File: src/rtl/alu_op_sequencer.sv
// Initiator for the ALU operand/function interface: issues one op, waits ALU_LATENCY, returns the result.
// Optional build macro ALU_SEQ_CHAIN_EN feeds the previous result low byte back as operand A.
module alu_op_sequencer #(
  parameter int unsigned ALU_LATENCY = 1,
  parameter int unsigned MAX_OP      = 8
) (
  input  logic        clk,
  input  logic        reset,
  input  logic        cmd_valid,
  output logic        cmd_ready,
  input  logic [3:0]  cmd_op,
  input  logic [7:0]  cmd_a,
  input  logic [7:0]  cmd_b,
  input  logic        cmd_chain,
  output logic [3:0]  alu_fsel,
  output logic [7:0]  alu_a,
  output logic [7:0]  alu_b,
  input  logic [7:0]  alu_hi,
  input  logic [7:0]  alu_lo,
  input  logic [3:0]  alu_sreg,
  output logic        rsp_valid,
  input  logic        rsp_ready,
  output logic [15:0] rsp_result,
  output logic [3:0]  rsp_sreg,
  output logic [3:0]  rsp_op,
  output logic        rsp_err,
  output logic [15:0] op_count
);

  localparam int unsigned CntW  = 4;
  localparam int unsigned OpW   = 4;
  localparam int unsigned DataW = 8;
  localparam int unsigned ResW  = 16;

  localparam logic [CntW-1:0] LatLoad  = CntW'(ALU_LATENCY);
  localparam logic [OpW-1:0]  MaxOpVal = OpW'(MAX_OP);

  typedef enum logic [1:0] {
    ST_IDLE = 2'd0,
    ST_WAIT = 2'd1,
    ST_DONE = 2'd2
  } state_e;

  state_e             state_q;
  logic [CntW-1:0]    cnt_q;
  logic               cmd_ready_q;
  logic [OpW-1:0]     alu_fsel_q;
  logic [DataW-1:0]   alu_a_q;
  logic [DataW-1:0]   alu_b_q;
  logic               rsp_valid_q;
  logic [ResW-1:0]    rsp_result_q;
  logic [3:0]         rsp_sreg_q;
  logic [OpW-1:0]     rsp_op_q;
  logic               rsp_err_q;
  logic [ResW-1:0]    op_count_q;
  logic [DataW-1:0]   a_sel_d;
  logic               accept;
  logic               op_illegal;

`ifdef ALU_SEQ_CHAIN_EN
  logic [DataW-1:0]   last_res_q;
`else
  logic               unused_chain;
  assign unused_chain = cmd_chain;
`endif

  assign accept     = cmd_valid && cmd_ready_q && (state_q == ST_IDLE);
  assign op_illegal = cmd_op > MaxOpVal;

  // Operand A source: command field, or the previous result when chaining
  always_comb begin
    a_sel_d = cmd_a;
`ifdef ALU_SEQ_CHAIN_EN
    if (cmd_chain) a_sel_d = last_res_q;
`endif
  end

  always_ff @(posedge clk or posedge reset) begin
    if (reset) begin
      state_q      <= ST_IDLE;
      cnt_q        <= '0;
      cmd_ready_q  <= 1'b0;
      alu_fsel_q   <= '0;
      alu_a_q      <= '0;
      alu_b_q      <= '0;
      rsp_valid_q  <= 1'b0;
      rsp_result_q <= '0;
      rsp_sreg_q   <= '0;
      rsp_op_q     <= '0;
      rsp_err_q    <= 1'b0;
      op_count_q   <= '0;
`ifdef ALU_SEQ_CHAIN_EN
      last_res_q   <= '0;
`endif
    end else begin
      case (state_q)
        ST_IDLE: begin
          if (accept) begin
            cmd_ready_q <= 1'b0;
            if (op_illegal) begin
              // Rejected op: answer immediately, ALU outputs untouched
              state_q      <= ST_DONE;
              rsp_valid_q  <= 1'b1;
              rsp_err_q    <= 1'b1;
              rsp_result_q <= '0;
              rsp_sreg_q   <= '0;
              rsp_op_q     <= cmd_op;
            end else begin
              state_q    <= ST_WAIT;
              alu_fsel_q <= cmd_op;
              alu_a_q    <= a_sel_d;
              alu_b_q    <= cmd_b;
              cnt_q      <= LatLoad;
            end
          end else begin
            cmd_ready_q <= 1'b1;
          end
        end
        ST_WAIT: begin
          if (cnt_q == '0) begin
            state_q      <= ST_DONE;
            rsp_valid_q  <= 1'b1;
            rsp_result_q <= {alu_hi, alu_lo};
            rsp_sreg_q   <= alu_sreg;
            rsp_op_q     <= alu_fsel_q;
            rsp_err_q    <= 1'b0;
`ifdef ALU_SEQ_CHAIN_EN
            last_res_q   <= alu_lo;
`endif
          end else begin
            cnt_q <= cnt_q - CntW'(1);
          end
        end
        ST_DONE: begin
          if (rsp_valid_q && rsp_ready) begin
            state_q     <= ST_IDLE;
            rsp_valid_q <= 1'b0;
            cmd_ready_q <= 1'b1;
            op_count_q  <= op_count_q + ResW'(1);
          end
        end
        default: begin
          state_q     <= ST_IDLE;
          rsp_valid_q <= 1'b0;
          cmd_ready_q <= 1'b0;
        end
      endcase
    end
  end

  assign cmd_ready  = cmd_ready_q;
  assign alu_fsel   = alu_fsel_q;
  assign alu_a      = alu_a_q;
  assign alu_b      = alu_b_q;
  assign rsp_valid  = rsp_valid_q;
  assign rsp_result = rsp_result_q;
  assign rsp_sreg   = rsp_sreg_q;
  assign rsp_op     = rsp_op_q;
  assign rsp_err    = rsp_err_q;
  assign op_count   = op_count_q;

endmodule

File: config.mk
export PLATFORM = sky130hd
export DESIGN_NAME = alu_op_sequencer
export DESIGN_NICKNAME = d
export VERILOG_FILES = /design/src/rtl/alu_op_sequencer.sv
export SDC_FILE = /design/constraint.sdc
export NUM_CORES = 1
export LEC_CHECK = 0
export CORE_MARGIN = 4
export CORE_UTILIZATION = 47
export CTS_CLUSTER_SIZE = 16
export DETAILED_ROUTE_END_ITERATION = 8
export PLACE_DENSITY = 0.9
export SYNTH_ARGS = -nofsm -noshare
export SYNTH_HDL_FRONTEND = slang
export SYNTH_SLANG_ARGS = --single-unit
File: constraint.sdc
create_clock -name clk -period 5.9 [get_ports clk]
set_input_delay 0.59 -clock clk [delete_from_list [all_inputs] [get_ports clk]]
set_output_delay 0.59 -clock clk [all_outputs]
set_load 0.005 [all_outputs]
=== After elaboration in Yosys (flattened, before gate mapping) ===
Cells that the tools add are included.

* Input port bits: 45
* Output and inout port bits: 63
* Logic and storage cells: 69
* Register bits: 69

* $add $sub $neg: 2
* Muxes and demuxes: 31
* Equal/unequal tests: 8
* Reduce and logical (&&, ||, !) cells: 13
* Bitwise gates (word level): 2
* Order comparisons: 1

{| class="wikitable"
|+ Operators by type and width
! kind !! count
|-
| two-way mux 16 bit || 3
|-
| two-way mux 4 bit || 9
|-
| case mux 16 bit (2 select lines) || 1
|-
| case mux 4 bit (2 select lines) || 3
|-
| adder 16 x 1 -> 16 bit, second input constant || 1
|-
| != test 2 bit, second input constant || 6
|-
| AND reduction 4 bit || 3
|-
| two-way mux 2 bit || 4
|-
| two-way mux 1 bit || 7
|-
| case mux 1 bit (3 select lines) || 2
|-
| case mux 2 bit (3 select lines) || 1
|-
| AND reduction 3 bit || 2
|-
| greater-than comparator 4 bit, second input constant || 1
|-
| logical NOT 4 bit || 1
|-
| AND reduction 2 bit || 2
|-
| subtractor 4 x 1 -> 4 bit, second input constant || 1
|-
| logical AND 1 bit || 3
|-
| == test 2 x 1 -> 1 bit, second input constant || 1
|-
| == test 2 bit, second input constant || 1
|-
| logical NOT 2 bit || 1
|-
| inverter 1 bit || 2
|-
| case mux 1 bit (2 select lines) || 1
|-
| nonzero test 2 bit || 1
|}

=== Longest topological paths before layout ===
Gate-level depths: netlist (run 1).

* Word-level depth: 4
* Mapped depth: 7

=== Worst setup path before layout (run 1) ===
No wires, ideal clock.

* Path type: input to register
* Start: input cmd_op[0]
* End: register rsp_op_q[0], in the netlist rsp_op[0]
* Setup slack: 4093 ps
* Cell stages on the path: 4
* Arrival: 1682 ps
* Library setup time: 125 ps
* Required time: 5775 ps
* Cell sequence: o31ai_1 nor2_1 o21ai_2 mux2_2

* Longest elaborated chain between the ends: 3
* Elaborated cells on any way between the ends: 6
* Classes of those cells: order compare (1); eq/ne (1); mux (3); reduce/logical (1)

{| class="wikitable"
|+ RTL lines
! item !! line !! text
|-
| start, declared || 11 || <nowiki>input logic [3:0] cmd_op,</nowiki>
|-
| greater-than comparator 4 bit or two-way mux 4 bit (tied branches) || 68, 100 ||
|-
| != test 2 bit (no line) or two-way mux 4 bit (tied branches) || - ||
|-
| AND reduction 4 bit (no line) or case mux 4 bit (2 select lines) (tied branches) || - ||
|-
| end signal, assigned || 107 || <nowiki>rsp_op_q <= cmd_op;</nowiki>
|-
| end signal, assigned || 125 || <nowiki>rsp_op_q <= alu_fsel_q;</nowiki>
|-
| end, declared || 53 || <nowiki>logic [OpW-1:0] rsp_op_q;</nowiki>
|}

Several ways; a longest one is shown, not always the timed one. The select of a mux whose other input is x is not followed.
A chain may end at the register's enable or synchronous reset.

=== Worst setup path after layout (run 1) ===
* Start: input cmd_op[0]
* End: register rsp_op_q[3], in the netlist rsp_op[3]

* Longest elaborated chain between the ends: 3

{| class="wikitable"
|+ RTL lines
! item !! line !! text
|-
| greater-than comparator 4 bit || 68 || <nowiki>assign op_illegal = cmd_op > MaxOpVal;</nowiki>
|-
| != test 2 bit (no line) || - ||
|-
| AND reduction 4 bit (no line) || - ||
|}

No other way between the ends.

==> flow_summary.yaml, run 1 <==
drt:
  via_count: 2137
  drt_iter0_drc: 90
  wl_per_cell_um: 16.0
  drc: 0
  vias_per_cell: 5.28
  ant_nets: 0
  wl_um: 6480
  drtPass1Iterations: 4
cts:
  cts_max_level: 3
  cts_sinks: 69
  cts_root_buf: "clkbuf_8"
  ctsResizeCount: 0
  hold_buffers: 0
  post_cts_buffers: 0
  clockBufferDepth: 2
  clk_pin_slew_ns: 0.07
  clock_latency_ns: 0.33
  cts_made_buffers: 9
  cts_tree: "yes"
worst_setup_path:
  cpMaxStageDelayCell: "o21ai_2"
  crit_required_ns: 6.12
  r2r_setup_slack_ns: 3.79
  endpoint: "rsp_op[3]"
  worstRegToRegCells: 6
  end_kind: "flip-flop"
  critPathMaxStageDelay_ns: 0.91
  start_kind: "primary input"
  arrival_ns: 2.91
  startpoint: "cmd_op[0]"
  path_cells: "clkdlybuf4s50_1 -> o31ai_1 -> nor2_1 -> o21ai_2 -> mux2_2"
  crit-reg2reg-capture: "rsp_op[3]"
  worst-setup-path-type: "in -> reg"
  crit_fanout: 26
  r2r-start: "cnt_q[0]"
timing:
  slew_violations: 0
  max-slew-margin-rel_pct: 21.6
  setup-violations-final: 0
  rsz0062_at_grt: "no"
  setup_tns_ns: 0
  clock.fmax_ghz: 0.371
  worst_slew_pin_slew_ns: 1.18
  hold_viol: 0
  final.min_clock_period_ns: 2.69
  finalCritPeriodShare_pct: 45.6
  finClkSkew_ns: 0.00962
floorplan:
  rows: 28
  core-area_sq_um: 5920
  pin_count: 108
  start_util_pct: 48.4
  dieWidth_um: 86.1
  die_h_um: 86.1
  die-area_sq_um: 7410
layout:
  antennaDiodeCount: 0
  layout_common_cells: "106 x clkdlybuf4s50_1, 69 x dfrtp_1, 26 x mux2_2, 20 x a22o_1, 14 x nand2_1"
  drive_above_1_share_pct: 15.2
  area_growth_pct: 45.1
  stdcell_area_sq_um: 4160
  layout_commonest_cell: "clkdlybuf4s50_1"
  nets: 374
yosys:
  synthDistinctLibCells: 38
  netlist_area_sq_um: 2870
  synth_cells: 216
  syn_area_per_cell_sq_um: 13.3
  yosysWarnings: 0
  synth_seq_cells: 69
  synthFlopType: "dfrtp_1"
  syn-num-nets: 264
  ys_seq_area_share_pct: 60.2
  async_flop_share_pct: 100
  synth_edf_count: 0
power_and_ir_drop:
  power.leakage_nw: 1.84
  peakVddDrop_uv: 295
  power_density_nw_per_um2: 481
placed_design:
  hpwl_um: 4700
  dpl_cell_area_sq_um: 3980
  port_buffers: 106
  gp_congestion: 0.743
global_route:
  overflow: 0
  antenna_found_initial: 0
  grt_pass1_wl_um: 10600
  grt_max_degree: 70
  grt_pass1_vias: 2293
  gr-usage-all-layers_pct: 18.5
run_status:
  status: "finished, final reports clean"
job:
  maxCapViolCount: 0
min_path:
  hold_class: "reg -> reg"
## cells in the mapped netlist (2+ instances only)
library cell | number | area share, %
dfrtp_1 | 69 | 60
mux2_2 | 26 | 10
a22o_1 | 20 | 6.1
nand2_1 | 14 | 1.8
xnor2_1 | 9 | 2.8
nor2_1 | 8 | 1.0
a21oi_1 | 6 | 1.0
inv_1 | 6 | 0.79
nand3_1 | 6 | 1.0
xor2_1 | 6 | 1.8
buf_2 | 5 | 0.87
and3_1 | 4 | 0.87
ha_1 | 3 | 1.3
nand4_1 | 3 | 0.65
o21ai_0 | 3 | 0.52
and4_1 | 2 | 0.61
buf_6 | 2 | 0.79
nand2b_1 | 2 | 0.44
nor3_1 | 2 | 0.35
nor4_1 | 2 | 0.44
## through the flow
stage	hold WS [ns]	instances	power, mW	util, %	setup WS (ns)
3_3_place_gp	0.461	390	1.62	67.2	2.93
4_1_cts	0.484	405	2.03	70.2	3.21
6_report	0.477	405	2.00	70.2	3.21
2_1_floorplan	0.468	216	1.20	-	3.57
3_5_place_dp	0.469	390	1.66	67.2	2.84
5_1_grt	0.516	405	2.14	70.2	3.06
## worst max-delay path: cells and delay by family
kind	cells	cell delay, ns
buffers and inverters	1	0.44
multiplexers	1	0.43
AO/OA/AOI/OAI	2	1.32
AND/OR/NAND/NOR	1	0.13
## sequential cells by signal (all words and copies together), names as in the netlist
register / flops
cmd_ready: 1
alu_b: 8
op_count: 16
rsp_op: 4
state_q: 2
rsp_result: 16
rsp_valid: 1
rsp_sreg: 4
cnt_q: 4
alu_a: 8
alu_fsel: 4
rsp_err: 1
## where the power goes
group / switching, mW / total, mW / internal [mW] / leakage [nW]
clock: 0.169 / 0.362 / 0.193 / 0.0854
combinational: 0.289 / 0.826 / 0.537 / 0.872
sequential: 0.144 / 0.814 / 0.670 / 0.886
total: 0.602 / 2.00 / 1.40 / 1.84
## logic make-up after synthesis
| logic type | after synthesis | synth area share, % |
|---|---|---|
| flops | 69 | 60.2 |
| simple gates | 51 | 10.5 |
| compound gates | 36 | 9.78 |
| mux | 27 | 10.7 |
| xor+xnor | 15 | 4.58 |
| buf+inv | 15 | 2.84 |
| fa+ha+maj | 3 | 1.31 |
## per-layer routing
metal  vias up  wire length, um  part of all wire (%)  track usage [%]
met2        89             3110                    48             30.1
met5         -                0                     0                0
met3        11              654                    10             7.01
li1        999                -                     -                -
met4         0              144                   2.2             8.35
met1      1038             2570                    40             21.6
## cell type report
cell class	instances	area (sq um)
clock inverters	4	50.0
well taps	75	93.8
fillers	427	1760
flip-flops and latches	69	1730
repair buffers	108	1080
clock buffers	11	131
multi-input cells	132	1060
inverters	6	22.5
## worst min-delay path by stage
stage | startpoint | endpoint | slack, ns | cells after the start
3_3_place_gp | op_count[15] | op_count[15] | 0.46 | 1
3_5_place_dp | op_count[15] | op_count[15] | 0.47 | 1
5_1_grt | op_count[11] | op_count[11] | 0.52 | 1
4_1_cts | op_count[15] | op_count[15] | 0.48 | 1
6_report | op_count[15] | op_count[15] | 0.48 | 1
2_1_floorplan | op_count[15] | op_count[15] | 0.47 | 1
Note: power is estimated with default switching activity, not from simulation.
==> run 2: changes to the inputs <==
--- a/config.mk
+++ b/config.mk
@@ -6,10 +6,10 @@
 export NUM_CORES = 1
 export LEC_CHECK = 0
 export CORE_MARGIN = 4
-export CORE_UTILIZATION = 47
+export CORE_UTILIZATION = 44
 export CTS_CLUSTER_SIZE = 16
 export DETAILED_ROUTE_END_ITERATION = 8
-export PLACE_DENSITY = 0.9
+export PLACE_DENSITY = 0.85
 export SYNTH_ARGS = -nofsm -noshare
 export SYNTH_HDL_FRONTEND = slang
 export SYNTH_SLANG_ARGS = --single-unit
==> constraint.sdc (replaced) <==
create_clock -name clk -period 2.7 [get_ports clk]
set_input_delay 0.27 -clock clk [delete_from_list [all_inputs] [get_ports clk]]
set_output_delay 0.27 -clock clk [all_outputs]
set_load 0.005 [all_outputs]
==> run 2 against run 1 <==
Net effect: register-to-register slack lost 3.0 ns; critical endpoint is now rsp_result[8]; clock skew is 0.0041 ns higher; global-route usage decreased by 1.4 points; non-clock buffer count is 2 higher; highest routed layer unchanged; utilization is 3.4 points lower; design area is 2.0% higher.
==> flow_summary.yaml, run 2 (synthesis gave the netlist of run 1 again) <==
layout:
  area_growth_pct: 48.0
  layout_commonest_cell: "clkdlybuf4s50_1"
  final_util_pct: 66.8
  instances_no_fill: 409
  layout_common_cells: "106 x clkdlybuf4s50_1, 69 x dfrtp_1, 26 x mux2_2, 20 x a22o_1, 14 x nand2_1"
  antennaDiodeCount: 0
  stdcell_area_sq_um: 4240
  fillerInstances: 456
  nets: 376
  drive_above_1_share_pct: 16.3
drt:
  ant_nets: 0
  via_count: 2107
  drc: 0
  drtPass1Iterations: 4
  vias_per_cell: 5.15
  wl_um: 6450
  wl_per_cell_um: 15.8
  drt_iter0_drc: 91
worst_setup_path:
  arrival_ns: 2.17
  cpMaxStageDelayCell: "or3b_4"
  worst-setup-path-type: "reg -> reg"
  r2r_setup_slack_ns: 0.76
  r2r-start: "cnt_q[0]"
  path_cells: "inv_1 -> ha_1 -> or3b_4 -> a21oi_2 -> o21ai_2 -> buf_4 -> a22o_1"
  crit_required_ns: 2.93
  worstRegToRegCells: 7
  end_kind: "flip-flop"
  critPathMaxStageDelay_ns: 0.40
  start_kind: "flip-flop"
  crit_fanout: 22
  crit-reg2reg-capture: "rsp_result[8]"
floorplan:
  start_util_pct: 45.1
  dieWidth_um: 88.7
  core-area_sq_um: 6350
  die-area_sq_um: 7870
  die_h_um: 88.7
  rows: 29
  pin_count: 108
cts:
  clockBufferDepth: 2
  cts_tree: "yes"
  cts_made_buffers: 9
  post_cts_buffers: 0
  hold_buffers: 0
  cts_sinks: 69
  clock_latency_ns: 0.34
  ctsResizeCount: 0
  clk_pin_slew_ns: 0.07
  cts_root_buf: "clkbuf_8"
  cts_max_level: 3
power_and_ir_drop:
  combPwrFrac_pct: 39.4
  peakVddDrop_uv: 718
  totalPowerFinal_mw: 4.59
  p_sw_mw: 1.33
  power_density_nw_per_um2: 1080
  swShare_pct: 29.0
  power.leakage_nw: 1.89
  p_int_mw: 3.26
  pwr-share-clk_pct: 21.8
  power_frac_seq_pct: 38.8
timing:
  setup-violations-final: 0
  worst_slew_pin_slew_ns: 0.537
  fin_ws_ns: 0.759
  max-slew-margin-rel_pct: 64.2
  clock.fmax_ghz: 0.515
  finClkSkew_ns: 0.0137
  hold_viol: 0
  rsz0062_at_grt: "no"
  hold_ws_ns: 0.302
  setup_tns_ns: 0
  slew_violations: 0
  finalCritPeriodShare_pct: 71.9
  final.min_clock_period_ns: 1.94
global_route:
  antenna_found_initial: 0
  grt_max_degree: 46
  overflow: 0
  grt_pass1_wl_um: 10200
  gr-usage-all-layers_pct: 17.1
  grt_pass1_vias: 2159
placed_design:
  hpwl_um: 4640
  dpl_cell_area_sq_um: 4010
  port_buffers: 106
  post-place-ws_ns: 0.593
  gp_congestion: 0.702
  dp_cells: 394
run_status:
  status: "finished, final reports clean"
min_path:
  hold_class: "in -> async"
job:
  maxCapViolCount: 0
## run 2: cell count changes in the layout (fill, tap and decap cells not counted), sizes merged
cell and delta:
buf +2, bufinv +2, clkbuf -2, clkinvlp -1, inv +1
## run 2: worst max-delay path by stage
stage / startpoint / end / slack (ns) / depth (start not counted)
after floorplan: reset / alu_a[0] / 0.69 / 1
after global placement: cmd_op[0] / rsp_result[3] / 0.62 / 6
after detailed placement: cmd_op[0] / rsp_result[15] / 0.59 / 6
after CTS: cnt_q[0] / rsp_result[8] / 0.75 / 7
after global routing: cnt_q[0] / rsp_result[6] / 0.68 / 7
final: cnt_q[0] / rsp_result[8] / 0.76 / 7
## run 2: critical path: cells and delay by family, from the launching register on
kind                     cells  cell delay, ns
adder cells (fa/ha/maj)      1            0.18
flip-flops                   1            0.37
AO/OA/AOI/OAI                3            0.52
AND/OR/NAND/NOR              1            0.40
buffers and inverters        2            0.35
## run 2: per-layer routing
metal / wire length, um / track usage, % / vias to the layer above
met5: 0 / 0 / -
li1: - / - / 994
met1: 2700 / 21.1 / 1030
met4: 95 / 7.83 / 0
met3: 561 / 5.96 / 9
met2: 3100 / 26.8 / 74
## run 2: cell type report
type	count	area [sq um]	area share, %
Sequential cell	69	1730	40.7
Timing Repair Buffer	110	1100	26.0
Multi-Input combinational cell	132	1060	24.9
Clock buffer	9	124	2.92
Clock inverter	6	111	2.62
Tap cell	77	96.3	2.27
Inverter	6	22.5	0.531
## run 2: power groups by stage
stage                     Clock, mW  Sequential [mW]  Combinational, mW
after floorplan                   0             1.76              0.859
after global placement            0             1.78               1.79
after detailed placement          0             1.79               1.83
after CTS                      1.02             1.79               1.84
after global routing           1.07             1.85               1.98
final                         0.999             1.78               1.81
